[src/rtl/alu_sequencer.sv]
// alu_sequencer: feeds registered operands and a one-hot opcode to an external
// combinational ALU for EXEC_CYCLES cycles, then presents the captured result.
module alu_sequencer #(
    parameter int EXEC_CYCLES = 1
) (
    input  logic       clk,
    input  logic       rst_n,
    input  logic       in_valid,
    output logic       in_ready,
    input  logic [7:0] in_op1,
    input  logic [7:0] in_op2,
    input  logic [2:0] in_opcode,
    output logic [7:0] alu_op1,
    output logic [7:0] alu_op2,
    output logic [7:0] alu_d,
    input  logic [7:0] alu_ans,
    output logic       out_valid,
    input  logic       out_ready,
    output logic [7:0] out_result,
    output logic [2:0] out_opcode,
    output logic       out_zero,
    output logic [7:0] op_count
);
    // Out-of-range cycle counts fall back to a single execute cycle.
    localparam logic [3:0] CYC_LAST = (EXEC_CYCLES >= 1 && EXEC_CYCLES <= 15) ? 4'(EXEC_CYCLES - 1) : 4'd0;

    typedef enum logic [1:0] {IDLE, EXEC, DONE} state_t;

    state_t     state_q, state_d;
    logic [3:0] cnt_q, cnt_d;
    logic [7:0] op1_q, op1_d, op2_q, op2_d, res_q, res_d, count_q, count_d;
    logic [2:0] opc_q, opc_d, res_opc_q, res_opc_d;

    always_comb begin
        state_d   = state_q;
        cnt_d     = cnt_q;
        op1_d     = op1_q;
        op2_d     = op2_q;
        opc_d     = opc_q;
        res_d     = res_q;
        res_opc_d = res_opc_q;
        count_d   = count_q;
        case (state_q)
            IDLE: if (in_valid) begin
                op1_d   = in_op1;
                op2_d   = in_op2;
                opc_d   = in_opcode;
                cnt_d   = CYC_LAST;
                state_d = EXEC;
            end
            EXEC: if (cnt_q == 4'd0) begin
                res_d     = alu_ans;
                res_opc_d = opc_q;
                state_d   = DONE;
            end else begin
                cnt_d = cnt_q - 4'd1;
            end
            DONE: if (out_ready) begin
                count_d = count_q + 8'd1;
                state_d = IDLE;
            end
            default: state_d = IDLE;
        endcase
    end

    always_ff @(posedge clk or negedge rst_n) begin
        if (!rst_n) begin
            state_q   <= IDLE;
            cnt_q     <= '0;
            op1_q     <= '0;
            op2_q     <= '0;
            opc_q     <= '0;
            res_q     <= '0;
            res_opc_q <= '0;
            count_q   <= '0;
        end else begin
            state_q   <= state_d;
            cnt_q     <= cnt_d;
            op1_q     <= op1_d;
            op2_q     <= op2_d;
            opc_q     <= opc_d;
            res_q     <= res_d;
            res_opc_q <= res_opc_d;
            count_q   <= count_d;
        end
    end

    assign in_ready   = state_q == IDLE;
    assign out_valid  = state_q == DONE;
    assign alu_d      = (state_q == EXEC) ? 8'h01 << opc_q : 8'h00;
    assign alu_op1    = op1_q;
    assign alu_op2    = op2_q;
    assign out_result = res_q;
    assign out_opcode = res_opc_q;
    assign out_zero   = res_q == 8'h00;
    assign op_count   = count_q;
endmodule
[config.mk]
export PLATFORM = sky130hd
export DESIGN_NAME = alu_sequencer
export DESIGN_NICKNAME = d
export VERILOG_FILES = /design/src/rtl/alu_sequencer.sv
export SDC_FILE = /design/constraint.sdc
export NUM_CORES = 1
export LEC_CHECK = 0
export CELL_PAD_IN_SITES_DETAIL_PLACEMENT = 0
export CELL_PAD_IN_SITES_GLOBAL_PLACEMENT = 2
export CORE_MARGIN = 2
export CORE_UTILIZATION = 31
export CTS_BUF_LIST = sky130_fd_sc_hd__clkbuf_2 sky130_fd_sc_hd__clkbuf_4 sky130_fd_sc_hd__clkbuf_8
export DETAILED_ROUTE_END_ITERATION = 10
export GPL_TIMING_DRIVEN = 0
export PLACE_DENSITY_LB_ADDON = 0.1
export REMOVE_ABC_BUFFERS = 1
export SKIP_CTS_REPAIR_TIMING = 1
export SLEW_MARGIN = 20
export SYNTH_ARGS = -nofsm -noshare
export SYNTH_HDL_FRONTEND = slang
export SYNTH_SLANG_ARGS = --single-unit
[constraint.sdc]
create_clock -name clk -period 3.2 [get_ports clk]
set_input_delay 0.96 -clock clk [delete_from_list [all_inputs] [get_ports clk]]
set_output_delay 0.96 -clock clk [all_outputs]
set_load 0.1 [all_outputs]
==> flow_summary.yaml <==
status:
  status: "completed"
detailed_routing:
  route.met2.wl_um: 2360
  vias_per_cell: 4.60
  met1_length_um: 1770
  wl_per_cell_um: 14.5
  dr.max_layer_used: "met4"
  ant_nets: 0
  vias: 1402
  route.met3.wl_um: 225
  drtPass1Iterations: 4
  drt_iter0_drc: 51
  drt_wl_total_um: 4420
  drc_errors: 0
worst_setup_path:
  reg2regPathDepth: 5
  critPathRequiredTime_ns: 2.24
  worstSetupPathType: "flop to output pin"
  slowest_delay_ns: 1.14
  critPathSlowestCell: "clkdlybuf4s50_1"
  cp_cell_sequence: "nor2_1 > clkdlybuf4s50_1"
  timing.rr.start: "cnt_q[0]"
  path_max_fanout: 9
  worstPathArrival_ns: 2.11
  startpoint_type: "flop"
  r2r_end: "cnt_q[0]"
  cp-end-kind: "output pin"
  reg2reg_slack_ns: 1.42
clocking:
  cts_root_buffer: "clkbuf_8"
  clock-sinks: 44
  cts.path.max_buffers: 2
  cts_made_buffers: 5
  clk_pin_slew_ns: 0.09
  htree_levels: 2
  insertion_delay_ns: 0.30
  cts_tree: "built"
grt:
  grt_max_degree: 33
  track_usage_pct: 13.5
  gr-total-overflow: 0
  grt_pass1_wl_um: 7390
  grt_pass1_vias: 1513
  antenna_found_initial: 0
layout:
  fill_cells: 560
  stdcell_area_um2: 2890
  seq_area_um2: 1100
  multiInputGateArea_um2: 817
  n_antenna_cell: 0
  num-nets-final: 261
  drive_above_1_share_pct: 24.6
  areaGrowthSynthToFinish_pct: 46.5
timing:
  grt_setup_unrepaired: "no"
  fmaxAchievable_ghz: 0.325
  fin_tns_setup_ns: 0
  finalSetupViolCount: 0
  timing.final.ws_setup_ns: 0.127
  tightest_slew_ns: 1.01
  final_hold_viol_count: 0
  max_slew_margin_pct: 32.6
  fin_crit_sh_pct: 96.0
  drv_slew: 0
  clock_skew_ns: 0.00985
  fin_crit_ns: 3.07
floorplanning:
  die_h_um: 83.8
  ioPinCount: 77
  core_um2: 6240
  num_rows: 29
  start_util_pct: 31.6
  die-area_um2: 7020
  die_x_um: 83.8
yosys:
  yosys-top-cells-count: "dfrtp_1 (44), mux2_2 (24), nor2_1 (13)"
  ys_ff_latch: 44
  synthCells: 147
  synth_cell_types: 28
  synth_flop_cell: "dfrtp_1"
  yosysTopAreaCellShare_pct: 55.8
  synth-edff-count: 0
  synth_area_um2: 1970
  yosys_warnings: 0
  seq_area_frac_synth_pct: 55.8
  yosysMostFrequentCell: "dfrtp_1"
  avgSynthCellArea_um2: 13.4
  synthTopCellsByArea: "dfrtp_1 (56%), mux2_2 (14%), mux2_4 (6.8%)"
  yosysTopAreaCell: "dfrtp_1"
  async_flop_share_pct: 100
job:
  maxCapViolCount: 0
min_path:
  hold_end: "op_count[7]"
  min_path_cells: 1
  min-delay-path-class: "flop to flop"
  min_from: "op_count[7]"
placed_design:
  dp_hpwl_um: 3280
  pre_cts_slack_ns: -0.197
  gp_congestion: 0.752
  port_buffers: 76
  dpl-instance-area_um2: 2800
cells by family (layout without fill, tap and decap cells):
kind of cell / count (synthesis) / after routing / synth area share (%)
flops: 44 / 44 / 55.8
xor+xnor: 7 / 7 / 3.11
fa+ha+maj: 3 / 3 / 1.90
buf+inv: 8 / 89 / 2.85
compound gates: 4 / 4 / 1.46
simple gates: 47 / 47 / 13.9
mux: 34 / 34 / 21.0
flip-flops by register name, summed over array words and instances, names as in the netlist:
register    count
op_count        8
cnt_q           4
alu_op2         8
out_opcode      3
opc_q           3
state_q         2
out_result      8
alu_op1         8
worst max path at each step:
stage          startpoint        to  slack [ns]
6_report       state_q[1]  in_ready        0.13
5_1_grt        state_q[1]  in_ready        0.03
4_1_cts        state_q[0]  alu_d[0]       -0.54
3_5_place_dp   state_q[0]  alu_d[0]       -0.20
3_3_place_gp   state_q[0]  alu_d[0]       -0.17
2_1_floorplan  state_q[0]  alu_d[0]       -0.79
cell type report:
cell class / instances / area share [%]
multi-input combinational: 95 / 28.2
sequential: 44 / 38.1
clock buffer: 5 / 2.38
tap: 77 / 3.33
inverter: 3 / 0.389
clock inverter: 3 / 1.47
timing repair buffer: 78 / 26.1
per-layer routing:
metal / global-route usage [%] / vias up
met2: 23.3 / 51
met1: 15.9 / 681
met4: 4.84 / 0
li1: - / 663
met5: 0 / -
met3: 3.96 / 7
cell usage in the layout (no fill, tap or decap), types with 2 or more instances in the layout:
master | Yosys | routed
nand2_1 | 9 | 9
nor2_1 | 13 | 13
xnor2_1 | 2 | 2
clkbuf_8 | 0 | 5
clkbuf_2 | 0 | 8
nand3_1 | 4 | 4
mux2_2 | 24 | 24
inv_1 | 3 | 3
or4_1 | 2 | 2
dlymetal6s2s_1 | 0 | 2
ha_1 | 3 | 3
clkdlybuf4s50_1 | 0 | 65
mux2_4 | 9 | 9
nand2b_1 | 5 | 5
dfrtp_1 | 44 | 44
xor2_1 | 5 | 5
nor3_1 | 6 | 6
critical path, delay by kind of cell (launching register included):
kind,cells,cell delay (ns)
buffers and inverters,1,1.14
flip-flops,1,0.53
AND/OR/NAND/NOR,1,0.14
stage by stage:
stage	hold WS [ns]	std cells	util [%]
global route	0.518	305	46.4
global placement	0.473	295	44.6
CTS	0.496	304	46.7
detailed placement	0.473	296	44.9
floorplan	0.484	142	-
finish	0.495	305	46.4
Power is left out: the tool's default activity adds up to more than one toggle a clock period on the data nets, which glitch-free logic cannot reach.
